### config.mk
export PLATFORM = sky130hd
export DESIGN_NAME = rsa_cmd_tx
export DESIGN_NICKNAME = d
export VERILOG_FILES = /design/src/rtl/rsa_cmd_tx.sv
export SDC_FILE = /design/constraint.sdc
export NUM_CORES = 1
export LEC_CHECK = 0
export BUFFER_PORTS_ARGS = -buffer_cell sky130_fd_sc_hd__buf_2
export CAP_MARGIN = 20
export CORE_MARGIN = 2
export CORE_UTILIZATION = 40
export DETAILED_ROUTE_END_ITERATION = 16
export GPL_TIMING_DRIVEN = 0
export MAX_ROUTING_LAYER = met4
export PLACE_DENSITY = 0.57
export SYNTH_ARGS = -nofsm -noshare
export SYNTH_HDL_FRONTEND = slang
export SYNTH_SLANG_ARGS = --single-unit
### constraint.sdc
create_clock -name clk -period 4.93 [get_ports clk]
set_input_delay 0.493 -clock clk [delete_from_list [all_inputs] [get_ports clk]]
set_output_delay 0.493 -clock clk [all_outputs]
set_load 0.1 [all_outputs]
### src/rtl/rsa_cmd_tx.sv
// rsa_cmd_tx: encrypts 16-bit commands as C = M^E mod N and presents them on a valid/ack link.
// Build macro RSA_TX_LZSKIP_EN enables leading-zero skip of the squarings before the first set exponent bit.
module rsa_cmd_tx #(
  parameter logic [15:0] N   = 16'd52961,
  parameter logic [15:0] E   = 16'd19091,
  parameter int unsigned E_W = 16
) (
  input  logic        clk,
  input  logic        rst,
  input  logic        cmd_valid,
  output logic        cmd_ready,
  input  logic [15:0] cmd_data,
  output logic        tx_valid,
  input  logic        tx_ack,
  output logic [15:0] tx_data,
  output logic        err,
  output logic        busy
);
  localparam int unsigned W  = 16;
  localparam int unsigned RW = 18;
  localparam logic [W-1:0]  E_MASK  = (E_W >= W) ? '1 : W'((32'd1 << E_W) - 32'd1);
  localparam logic [W-1:0]  E_EFF   = E & E_MASK;
  localparam logic [3:0]    IDX_TOP = 4'(E_W - 1);
  localparam logic [RW-1:0] N_1     = {2'b00, N};
  localparam logic [RW-1:0] N_2     = {1'b0, N, 1'b0};

`ifdef RSA_TX_LZSKIP_EN
  function automatic logic [3:0] msb_idx(input logic [W-1:0] v);
    logic [3:0] m;
    m = '0;
    for (int i = 0; i < W; i++) if (v[i]) m = 4'(i);
    return m;
  endfunction
  localparam logic [3:0] IDX_MSB = msb_idx(E_EFF);
`endif

  typedef enum logic [2:0] {IDLE, LOAD, SQR, MUL, SEND} state_t;

  state_t        state, state_d;
  logic [W-1:0]  acc, acc_d, base, base_d, r, r_d, r_next, tx_data_d;
  logic [3:0]    idx, idx_d, cnt, cnt_d;
  logic [RW-1:0] r_sum;
  logic          mul_bit, phase_done, cmd_bad, err_d, tx_valid_d;

  assign cmd_ready  = (state == IDLE) & ~rst;
  assign busy       = (state != IDLE);
  assign cmd_bad    = (cmd_data >= N);
  assign phase_done = (cnt == 4'd15);

  // One MSB-first shift-add step of acc * (acc or base) mod N; r stays below N.
  always_comb begin
    mul_bit = (state == MUL) ? base[~cnt] : acc[~cnt];
    r_sum   = {1'b0, r, 1'b0} + (mul_bit ? {2'b00, acc} : '0);
    if (r_sum >= N_2)      r_next = W'(r_sum - N_2);
    else if (r_sum >= N_1) r_next = W'(r_sum - N_1);
    else                   r_next = W'(r_sum);
  end

  always_ff @(posedge clk or posedge rst) begin
    if (rst) begin
      state    <= IDLE;
      acc      <= '0;
      base     <= '0;
      idx      <= '0;
      cnt      <= '0;
      r        <= '0;
      tx_valid <= 1'b0;
      tx_data  <= '0;
      err      <= 1'b0;
    end else begin
      state    <= state_d;
      acc      <= acc_d;
      base     <= base_d;
      idx      <= idx_d;
      cnt      <= cnt_d;
      r        <= r_d;
      tx_valid <= tx_valid_d;
      tx_data  <= tx_data_d;
      err      <= err_d;
    end
  end

  always_comb begin
    state_d = state;
    unique case (state)
      IDLE: if (cmd_valid && cmd_ready && !cmd_bad) state_d = LOAD;
      LOAD: begin
`ifdef RSA_TX_LZSKIP_EN
        // acc stays 1 through every square before the top set bit, so start at its multiply.
        state_d = (E_EFF == '0) ? SEND : MUL;
`else
        state_d = SQR;
`endif
      end
      SQR: begin
        if (phase_done) begin
          if (E_EFF[idx])     state_d = MUL;
          else if (idx == '0) state_d = SEND;
        end
      end
      MUL:  if (phase_done) state_d = (idx == '0) ? SEND : SQR;
      SEND: if (tx_ack) state_d = IDLE;
      default: state_d = IDLE;
    endcase
  end

  always_comb begin
    acc_d  = acc;
    base_d = base;
    idx_d  = idx;
    cnt_d  = '0;
    r_d    = '0;
    err_d  = 1'b0;
    case (state)
      IDLE: begin
        if (cmd_valid && cmd_ready) begin
          if (cmd_bad) err_d  = 1'b1;
          else         base_d = cmd_data;
        end
      end
      LOAD: begin
        acc_d = W'(1);
`ifdef RSA_TX_LZSKIP_EN
        idx_d = IDX_MSB;
`else
        idx_d = IDX_TOP;
`endif
      end
      SQR, MUL: begin
        cnt_d = cnt + 4'd1;
        r_d   = phase_done ? '0 : r_next;
        if (phase_done) begin
          acc_d = r_next;
          // A square followed by its multiply keeps the same exponent index.
          if (idx != '0 && !(state == SQR && E_EFF[idx])) idx_d = idx - 4'd1;
        end
      end
      default: ;
    endcase
    tx_valid_d = (state_d == SEND);
    tx_data_d  = (state_d == SEND && state != SEND) ? acc_d : tx_data;
  end

endmodule

==> results of run 1 <==
layout by cell type (no fill, tap or decap), types with 7 or more instances in the layout:
cell       Yosys  routed
clkbuf_16      0       9
buf_2          4      40
dfrtp_1       77      76
buf_4          2      33
nor3_1        10       8
ha_1          23      17
nand2_1       56      55
nor2_1        48      42
mux4_2        11      11
a21oi_1       19      10
mux2_2        16      16
nor2b_1       18      17
xnor2_1       19       7
buf_6          0       7
nand3_1       16      15
inv_1         11      10
clkbuf_1      12       9
o21ai_1       39      35
xnor2_2        1      11
worst max-delay path by stage:
stage,startpoint,to,slack [ps],cells past startpoint
3_3_place_gp,cnt[1]$_DFF_PP0_,acc[12]$_DFF_PP0_,-1070,18
4_1_cts,cnt[0]$_DFF_PP0_,acc[11]$_DFF_PP0_,-200,21
6_report,cnt[0]$_DFF_PP0_,acc[10]$_DFF_PP0_,-290,19
2_1_floorplan,cnt[0]$_DFF_PP0_,acc[8]$_DFF_PP0_,30,19
3_5_place_dp,cnt[1]$_DFF_PP0_,tx_data[12]$_DFFE_PP0P_,-1090,18
5_1_grt,cnt[0]$_DFF_PP0_,acc[11]$_DFF_PP0_,-440,19
cell type report:
cell class | instances | area (µm²)
sequential | 77 | 1930
clock inverter | 4 | 95.1
inverter | 12 | 47.5
multi-input combinational | 396 | 3610
tap | 168 | 210
buffer | 18 | 119
fill | 1082 | 5190
clock buffer | 11 | 253
timing repair buffer | 80 | 607
cells by family (layout without fill, tap and decap cells):
logic type,Yosys count,in the layout
flip-flops,77,77
AND/OR/NAND/NOR,182,183
multiplexers,30,30
adder cells (fa/ha/maj),24,24
buffers and inverters,30,125
AO/OA/AOI/OAI,126,126
XOR/XNOR,33,33
flip-flops by register name (all words and copies together) (netlist names), 3 cells and up:
name	cells
idx	4
tx_data	16
r	16
base	16
acc	16
cnt	4
state	3
routing by layer:
layer  share of wire  global-route usage  up-vias
li1                -                   -     2012
met1            0.46               0.297     2037
met2            0.48               0.347       81
met3           0.044              0.0485       21
met4           0.020              0.0635        0
met5               0                   -        -
per-stage QoR:
stage                      util  total power [µW]  setup TNS (ps)  worst slack [ps]  instances
after floorplan               -              2120               0              27.1        502
after global placement    0.448              2480          -44920             -1070        709
after detailed placement  0.451              2510          -44520             -1090        710
after CTS                 0.540              3720           -5440              -204        757
after global routing      0.570              4130          -15810              -440        766
final                     0.570              3900           -7580              -289        766
repair_timing:
item | in CTS | in global routing
resized for setup | 86 | 46
cloned | 2 | 0
buffers inserted | 30 | 9
pin swaps | 34 | 18
setup endpoints to repair | 48 | 48
critical path, delay by kind of cell (launching register included):
kind	cells	cell delay, ps
AOI/OAI and AO/OA	6	1350
muxes	3	1320
adders and majority gates	2	560
buffers and inverters	3	470
xor gates and xnor gates	2	470
and+or+nand+nor	3	460
DFF	1	440
power by group through the flow:
stage | Sequential, µW | Combinational [µW] | Clock, µW
2_1_floorplan | 936 | 1190 | 0
3_3_place_gp | 943 | 1530 | 0
3_5_place_dp | 952 | 1550 | 0
4_1_cts | 952 | 1990 | 773
5_1_grt | 985 | 2340 | 802
6_report | 957 | 2170 | 763
==> flow_metrics.env, run 1 <==
export IMPL_dieArea_mm2=0.0133
export IMPL_clockPowerShare=0.196
export IMPL_synth_seq_cells=77
export IMPL_status="finished with violations"
export IMPL_ys_async_sr_fraction=1.00
export IMPL_fin_nets=638
export IMPL_crit_slowest_cell="mux4_2"
export IMPL_yosys_warnings=0
export IMPL_cp_end_kind="flop"
export IMPL_placed_area_mm2=0.00544
export IMPL_ys_flop_type="dfrtp_1"
export IMPL_hold_buffers=0
export IMPL_maxSlewHeadroom=0.410
export IMPL_hpwl_mm=9.49
export IMPL_grt_max_degree=55
export IMPL_setup_viol=48
export IMPL_fin_ws_ps=-289
export IMPL_ys_types=73
export IMPL_avgSynthCellArea_um2=9.87
export IMPL_synth_top_area_cell="dfrtp_1"
export IMPL_overflow=0
export IMPL_synth_area_mm2=0.00495
export IMPL_synth_mux_area_frac=0.0932
export IMPL_cts_htree_levels=3
export IMPL_p_per_area_mw_per_mm2=567
export IMPL_tightest_slew_ps=886
export IMPL_timing_rr_start="cnt[0]$_DFF_PP0_"
export IMPL_post_route_min_period_ps=5220
export IMPL_drc_errors=0
export IMPL_synth_compound_area_frac=0.187
export IMPL_drt_iter0_drc=221
export IMPL_portBuffers=39
export IMPL_synth_top_cell_area_share=0.389
export IMPL_synth_xor_xnor_area_share=0.0689
export IMPL_fin_area_mm2=0.00687
export IMPL_drv_cap=0
export IMPL_grt_use_total=0.224
export IMPL_vias=4151
export IMPL_p_leak_uw=0.00294
export IMPL_diodes=0
export IMPL_critPathMaxFanout=6
export IMPL_synth_top_family_by_area="compound AO/OA/AOI/OAI gates"
export IMPL_synthCells=502
export IMPL_netlist_top_cells_count="dfrtp_1 (77), nand2_1 (56), nor2_1 (48)"
export IMPL_wl_mm=13.4
export IMPL_grt_first_pass_wirelength_mm=22.3
export IMPL_p_switching_uw=1540
export IMPL_pwr_share_comb=0.558
export IMPL_power_frac_seq=0.246
export IMPL_cpPeakStageDelay_ps=550
export IMPL_viasPerCell=5.42
export IMPL_violations="negative setup slack"
export IMPL_crit_chain="buf_8, mux4_2, mux4_2, mux2i_4, buf_8, nor2b_4, ha_4, fa_2, a211oi_4, o31a_4, xnor2_4, nand2_2, o31a_1, o2111a_1, buf_6, nor2_2, a221oi_2, xnor2_2, o21ai_1"
export IMPL_vdd_drop_max_mv=0.316
export IMPL_synth_nets=546
export IMPL_cts_tree="done"
export IMPL_numCtsBuffers=9
export IMPL_antenna_found_initial=0
export IMPL_firstDrtPassIters=4
export IMPL_synth_area_leaders="dfrtp_1 (39%), ha_1 (5.8%), mux4_2 (5.0%)"
export IMPL_regToRegSetupSlack_ps=-290
export IMPL_fin_crit_sh=1.06
export IMPL_skew_ps=6.02
export IMPL_hold_viol_final=0
export IMPL_synth_simple_area_share=0.174
export IMPL_root_buffer="clkbuf_16"
export IMPL_clk_pin_slew_ps=60
export IMPL_synth_fa_ha_area_frac=0.0621
export IMPL_power_internal_uw=2350
export IMPL_clock_sinks=77
export IMPL_postRouteAntennaNets=0
export IMPL_initial_core_util=0.411
export IMPL_ff2ff_path_depth=19
export IMPL_critPathLaunchType="flop"
export IMPL_first_global_vias=4343
export IMPL_hp_class="input port to asynchronous set/reset pin"
export IMPL_worst_hold_slack_ps=136
export IMPL_path_class="flop to flop"
export IMPL_gp_congestion=0.814
export IMPL_rsz0062_at_grt="yes"
export IMPL_die_x_um=115
export IMPL_io_pins=40
export IMPL_core_region_area_mm2=0.0121
export IMPL_synth_edff_count=0
export IMPL_switching_share=0.395
export IMPL_synth_most_common_cell="dfrtp_1"
export IMPL_clk_path_buf_depth=2
export IMPL_fmax_ghz=0.192
export IMPL_rows=40
export IMPL_final_max_slew_viol_count=0
export IMPL_fp_dieH_um=115
export IMPL_yosysSeqAreaShare=0.389
export IMPL_wl_per_cell_um=17.5
export IMPL_drive_above_1_share=0.393
export IMPL_arrival_ps=5420
export IMPL_r2r_end="acc[10]$_DFF_PP0_"
export IMPL_crit_required_ps=5130
export IMPL_insertion_delay_ps=330
export IMPL_syn2layout_area_growth_pct=38.7
Power figures use the tool's default switching activity.
==> run 2: changes to the inputs <==
--- a/config.mk
+++ b/config.mk
@@ -5,14 +5,15 @@
 export SDC_FILE = /design/constraint.sdc
 export NUM_CORES = 1
 export LEC_CHECK = 0
+export ABC_AREA = 1
 export BUFFER_PORTS_ARGS = -buffer_cell sky130_fd_sc_hd__buf_2
 export CAP_MARGIN = 20
 export CORE_MARGIN = 2
-export CORE_UTILIZATION = 40
+export CORE_UTILIZATION = 44
 export DETAILED_ROUTE_END_ITERATION = 16
 export GPL_TIMING_DRIVEN = 0
 export MAX_ROUTING_LAYER = met4
-export PLACE_DENSITY = 0.57
+export PLACE_DENSITY = 0.61
 export SYNTH_ARGS = -nofsm -noshare
 export SYNTH_HDL_FRONTEND = slang
 export SYNTH_SLANG_ARGS = --single-unit
==> run 2 against run 1 <==
Net effect: the run now ends clean; final cell count grew 44%; routed wire length grew 17%; global-route usage is 1.8 points higher; core utilization is 6.1 points lower; non-clock buffer count shrank 38; critical path depth increased by 11; setup slack better by 660 ps; total power is 39% lower; sequential share of layout area is 0.89 points higher; flip-flop and latch count did not move; first-iteration DRC count increased by 92%; synthesized cell count up 73%; critical endpoint is now tx_data[13]$_DFFE_PP0P_; highest routed layer unchanged.
==> flow_metrics.env, run 2 <==
export IMPL_status="completed"
export IMPL_path_class="flop to flop"
export IMPL_clock_sinks=77
export IMPL_setup_viol=0
export IMPL_synth_top_area_cell="dfrtp_1"
export IMPL_clk_pin_slew_ps=60
export IMPL_portBuffers=39
export IMPL_gp_congestion=0.921
export IMPL_fin_crit_sh=0.925
export IMPL_vdd_drop_max_mv=0.250
export IMPL_clk_path_buf_depth=2
export IMPL_cts_htree_levels=3
export IMPL_timing_rr_start="cnt[0]$_DFF_PP0_"
export IMPL_antenna_found_initial=0
export IMPL_grt_max_degree=59
export IMPL_arrival_ps=4770
export IMPL_tightest_slew_ps=701
export IMPL_yosys_warnings=0
export IMPL_hold_buffers=0
export IMPL_fin_tns_setup_ps=0
export IMPL_post_route_min_period_ps=4560
export IMPL_fin_nets=964
export IMPL_hpwl_mm=12.4
export IMPL_r2r_end="tx_data[13]$_DFFE_PP0P_"
export IMPL_initial_core_util=0.445
export IMPL_crit_required_ps=5140
export IMPL_drive_above_1_share=0.172
export IMPL_drv_cap=0
export IMPL_io_pins=40
export IMPL_critPathMaxFanout=10
export IMPL_postRouteAntennaNets=0
export IMPL_diodes=0
export IMPL_die_x_um=119
export IMPL_final_cell_mix="nand2_1 (320), inv_1 (103), nor2_1 (77), dfrtp_1 (77), nand3_1 (55)"
export IMPL_drt_iter0_drc=424
export IMPL_ff2ff_path_depth=30
export IMPL_synth_most_common_cell="nand2_1"
export IMPL_fmax_ghz=0.219
export IMPL_p_leak_uw=0.00350
export IMPL_regToRegSetupSlack_ps=370
export IMPL_syn2layout_area_growth_pct=14.3
export IMPL_synth_seq_cells=77
export IMPL_wl_mm=15.7
export IMPL_fp_dieH_um=119
export IMPL_firstDrtPassIters=5
export IMPL_final_common_cell="nand2_1"
export IMPL_final_max_slew_viol_count=0
export IMPL_synth_top_cell_area_share=0.331
export IMPL_wl_per_cell_um=14.2
export IMPL_root_buffer="clkbuf_16"
export IMPL_fin_ws_ps=369
export IMPL_synth_nets=911
export IMPL_cts_tree="done"
export IMPL_synth_area_leaders="dfrtp_1 (33%), nand2_1 (21%), inv_1 (6.8%)"
export IMPL_drc_errors=0
export IMPL_vias=5456
export IMPL_fin_area_mm2=0.00666
export IMPL_worst_hold_slack_ps=119
export IMPL_insertion_delay_ps=330
export IMPL_numCtsBuffers=9
export IMPL_dieArea_mm2=0.0142
export IMPL_cpPeakStageDelay_ps=380
export IMPL_cp_common_cell="nand2_1"
export IMPL_netlist_top_cells_count="nand2_1 (321), inv_1 (105), nor2_1 (79)"
export IMPL_grt_first_pass_wirelength_mm=26.5
export IMPL_ys_async_sr_fraction=1.00
export IMPL_maxSlewHeadroom=0.531
export IMPL_core_region_area_mm2=0.0131
export IMPL_synthCells=867
export IMPL_avgSynthCellArea_um2=6.72
export IMPL_critPathLaunchType="flop"
export IMPL_hold_viol_final=0
export IMPL_rows=42
export IMPL_hp_class="input port to asynchronous set/reset pin"
export IMPL_place_ws_ps=-316
export IMPL_synth_edff_count=0
export IMPL_synth_area_mm2=0.00582
export IMPL_grt_use_total=0.241
export IMPL_viasPerCell=4.96
export IMPL_yosysSeqAreaShare=0.331
export IMPL_p_per_area_mw_per_mm2=356
export IMPL_ys_flop_type="dfrtp_1"
export IMPL_first_global_vias=5350
export IMPL_skew_ps=13.0
export IMPL_crit_slowest_cell="dfrtp_1"
export IMPL_overflow=0
export IMPL_placed_area_mm2=0.00627
export IMPL_cp_end_kind="flop"
export IMPL_ys_types=46
-- run 2: metrics by stage --
stage / total power (µW) / util / cells
6_report: 2370 / 0.509 / 1100
5_1_grt: 2540 / 0.509 / 1100
4_1_cts: 2360 / 0.506 / 1100
3_5_place_dp: 1630 / 0.479 / 1083
3_3_place_gp: 1610 / 0.477 / 1082
2_1_floorplan: 1420 / - / 867
-- run 2: metal layers --
layer / routed length [µm] / track usage
met5: 0 / -
met4: 79 / 0.0387
met3: 627 / 0.0201
met2: 7010 / 0.375
met1: 7950 / 0.353
-- run 2: layout make-up --
class,count,area [µm²]
sequential,77,1930
clock inverter,5,82.6
tap,176,220
inverter,116,444
timing repair buffer,44,253
fill,1371,6430
multi-input combinational,656,3380
buffer,16,111
clock buffer,10,239
-- run 2: timing repair --
| item | 4_1_cts | 5_1_grt |
|---|---|---|
| resized for setup | 2 | 10 |
| setup endpoints to repair | 48 | 24 |
| buffers inserted | 3 | 1 |
| pin swaps | 0 | 2 |
-- run 2: worst max path at each step --
| stage | endpoint | start | depth (start not counted) | slack [ps] |
|---|---|---|---|---|
| 3_3_place_gp | tx_data[13]$_DFFE_PP0P_ | state[2]$_DFF_PP0_ | 26 | -340 |
| 5_1_grt | tx_data[13]$_DFFE_PP0P_ | cnt[0]$_DFF_PP0_ | 28 | -6 |
| 2_1_floorplan | tx_data[0]$_DFFE_PP0P_ | cnt[0]$_DFF_PP0_ | 29 | 910 |
| 3_5_place_dp | tx_data[13]$_DFFE_PP0P_ | state[2]$_DFF_PP0_ | 26 | -320 |
| 4_1_cts | tx_data[13]$_DFFE_PP0P_ | cnt[0]$_DFF_PP0_ | 28 | 200 |
| 6_report | tx_data[13]$_DFFE_PP0P_ | cnt[0]$_DFF_PP0_ | 30 | 370 |
-- run 2: kinds of logic (layout without fill, tap and decap cells) --
logic type               after synthesis  in the layout  share of synthesized area
AND/OR/NAND/NOR                      514            514                      0.379
buffers and inverters                134            191                     0.0939
AO/OA/AOI/OAI                         91             91                     0.0997
flip-flops                            77             77                      0.331
adder cells (fa/ha/maj)               24             24                     0.0528
XOR/XNOR                              22             22                     0.0344
multiplexers                           5              5                    0.00967
-- run 2: worst max-delay path, delay by kind of cell (launching register included) --
family | cells | cell delay (ps)
buf+inv | 7 | 1080
fa+ha+maj | 1 | 300
flops | 1 | 380
simple gates | 21 | 2350
compound gates | 1 | 320
-- run 2: report_power, final --
group          internal [µW]  leakage (µW)  switching (µW)
logic                    274       0.00232             564
clock network            456      0.000159             256
registers                740       0.00102            77.5
==> run 3: changes to the inputs <==
--- a/config.mk
+++ b/config.mk
@@ -6,7 +6,7 @@
 export NUM_CORES = 1
 export LEC_CHECK = 0
 export ABC_AREA = 1
-export BUFFER_PORTS_ARGS = -buffer_cell sky130_fd_sc_hd__buf_2
+export BUFFER_PORTS_ARGS = -buffer_cell sky130_fd_sc_hd__clkbuf_2
 export CAP_MARGIN = 20
 export CORE_MARGIN = 2
 export CORE_UTILIZATION = 44
==> run 3 against run 2 <==
Net effect: count of clock-buffer cells in the layout did not move; highest routed layer unchanged; sequential power fell by 1%; global-route usage fell by 0.35 points; final cell count fell by 0.18%; clock power fell by 1%; total power fell by 1.2%; final area fell by 0.34%; maximum frequency rose by 1.3%; sequential share of layout area rose by 0.098 points; flip-flop and latch count did not move; largest power group unchanged; combinational power fell by 1%; die area did not move.
==> flow_metrics.env, run 3 (same netlist as run 2, synthesis figures left out) <==
export IMPL_status="completed"
export IMPL_regArea_mm2=0.00193
export IMPL_critPathMaxFanout=14
export IMPL_power_frac_seq=0.346
export IMPL_clockPowerShare=0.300
export IMPL_p_per_area_mw_per_mm2=353
export IMPL_insertion_delay_ps=330
export IMPL_ff2ff_path_depth=30
export IMPL_wl_per_cell_um=14.1
export IMPL_timing_rr_start="cnt[0]$_DFF_PP0_"
export IMPL_final_cell_mix="nand2_1 (320), inv_1 (103), nor2_1 (77), dfrtp_1 (77), nand3_1 (55)"
export IMPL_clk_path_buf_depth=2
export IMPL_post_route_min_period_ps=4500
export IMPL_p_switching_uw=885
export IMPL_critPathLaunchType="flop"
export IMPL_placedCellCount=1083
export IMPL_setup_viol=0
export IMPL_placed_area_mm2=0.00627
export IMPL_power_internal_uw=1450
export IMPL_path_class="flop to flop"
export IMPL_final_common_cell="nand2_1"
export IMPL_clk_pin_slew_ps=60
export IMPL_tightest_slew_ps=631
export IMPL_grt_use_total=0.238
export IMPL_firstDrtPassIters=5
export IMPL_hold_buffers=0
export IMPL_fin_crit_sh=0.914
export IMPL_critPathTopFamily="simple AND/OR/NAND/NOR gates"
export IMPL_cp_num_buf_inv=7
export IMPL_maxSlewHeadroom=0.578
export IMPL_io_pins=40
export IMPL_cp_end_kind="flop"
export IMPL_vdd_drop_max_mv=0.206
export IMPL_core_region_area_mm2=0.0131
export IMPL_regToRegSetupSlack_ps=430
export IMPL_crit_required_ps=5150
export IMPL_gp_congestion=0.954
export IMPL_skew_ps=4.91
export IMPL_crit_slowest_cell="dfrtp_1"
export IMPL_drive_above_1_share=0.171
export IMPL_cts_htree_levels=3
export IMPL_root_buffer="clkbuf_16"
export IMPL_drc_errors=0
export IMPL_pwr_share_comb=0.354
export IMPL_rows=42
export IMPL_diodes=0
export IMPL_cts_tree="done"
export IMPL_wl_mm=15.5
export IMPL_fillers=1379
export IMPL_drv_cap=0
export IMPL_fin_nets=963
export IMPL_r2r_end="tx_data[12]$_DFFE_PP0P_"
export IMPL_fmax_ghz=0.222
export IMPL_hold_viol_final=0
export IMPL_fp_dieH_um=119
export IMPL_fin_cells=1098
export IMPL_rsz0062_at_grt="no"
export IMPL_power_total_uw=2340
export IMPL_p_leak_uw=0.00346
export IMPL_numCtsBuffers=9
export IMPL_fin_area_mm2=0.00663
export IMPL_first_global_vias=5318
export IMPL_switching_share=0.378
export IMPL_hp_class="input port to asynchronous set/reset pin"
export IMPL_final_max_slew_viol_count=0
export IMPL_dieArea_mm2=0.0142
export IMPL_vias=5498
export IMPL_syn2layout_area_growth_pct=13.9
export IMPL_initial_core_util=0.445
export IMPL_die_x_um=119
export IMPL_clock_sinks=77
export IMPL_multi_input_area_mm2=0.00338
export IMPL_hpwl_mm=12.4
export IMPL_viasPerCell=5.01
export IMPL_antenna_found_initial=0
export IMPL_overflow=0
export IMPL_drt_iter0_drc=392
export IMPL_grt_first_pass_wirelength_mm=26.1
export IMPL_grt_max_degree=62
export IMPL_postRouteAntennaNets=0
export IMPL_cpPeakStageDelay_ps=380
export IMPL_portBuffers=39
export IMPL_arrival_ps=4730
export IMPL_fin_util=0.507
run 3: how the worst max path moves through the flow:
stage                  startpoint                       to  slack (ps)  depth (start not counted)
2_1_floorplan    cnt[0]$_DFF_PP0_   tx_data[0]$_DFFE_PP0P_         910                         29
6_report         cnt[0]$_DFF_PP0_  tx_data[12]$_DFFE_PP0P_         430                         30
5_1_grt          cnt[0]$_DFF_PP0_  tx_data[15]$_DFFE_PP0P_          10                         35
3_5_place_dp   state[2]$_DFF_PP0_  tx_data[11]$_DFFE_PP0P_        -310                         26
4_1_cts          cnt[0]$_DFF_PP0_   tx_data[0]$_DFFE_PP0P_         240                         31
3_3_place_gp   state[2]$_DFF_PP0_  tx_data[12]$_DFFE_PP0P_        -330                         26
run 3: metal layers:
| layer | wire [µm] | track usage | vias up |
|---|---|---|---|
| met5 | 0 | - | - |
| met4 | 397 | 0.0818 | 0 |
| met3 | 519 | 0.0216 | 29 |
| met2 | 6840 | 0.359 | 110 |
| met1 | 7760 | 0.337 | 2537 |
| li1 | - | - | 2822 |
run 3: worst register-to-register path, delay by kind of cell (launching register included):
kind	cells	cell delay (ps)
flops	1	380
compound gates	2	310
buf+inv	7	1040
simple gates	20	2290
fa+ha+maj	1	380
run 3: stage by stage:
step,hold WS (ps),TNS [ps],setup WS (ps)
after floorplan,453,0,910
after global placement,468,-7800,-325
after detailed placement,446,-6720,-307
after CTS,91.0,0,239
after global routing,107,0,13.8
final,88.6,0,425
run 3: power groups by stage:
stage,registers [µW],clock network [µW],logic (µW)
after floorplan,799,0,618
after global placement,819,0,794
after detailed placement,819,0,805
after CTS,808,713,818
after global routing,821,735,943
final,808,702,829
run 3: cell type report:
class,instances,area share
timing repair buffer,42,0.0358
buffer,17,0.0162
clock inverter,4,0.0111
tap,176,0.0332
inverter,116,0.0670
multi-input combinational,656,0.510
sequential,77,0.291
clock buffer,10,0.0360
run 3: repair_timing:
| action | in CTS | in global routing |
|---|---|---|
| endpoints found under the setup margin | 48 | 20 |
| setup buffers | 1 | 1 |
| pin swaps | 0 | 2 |
| resized for setup | 2 | 10 |
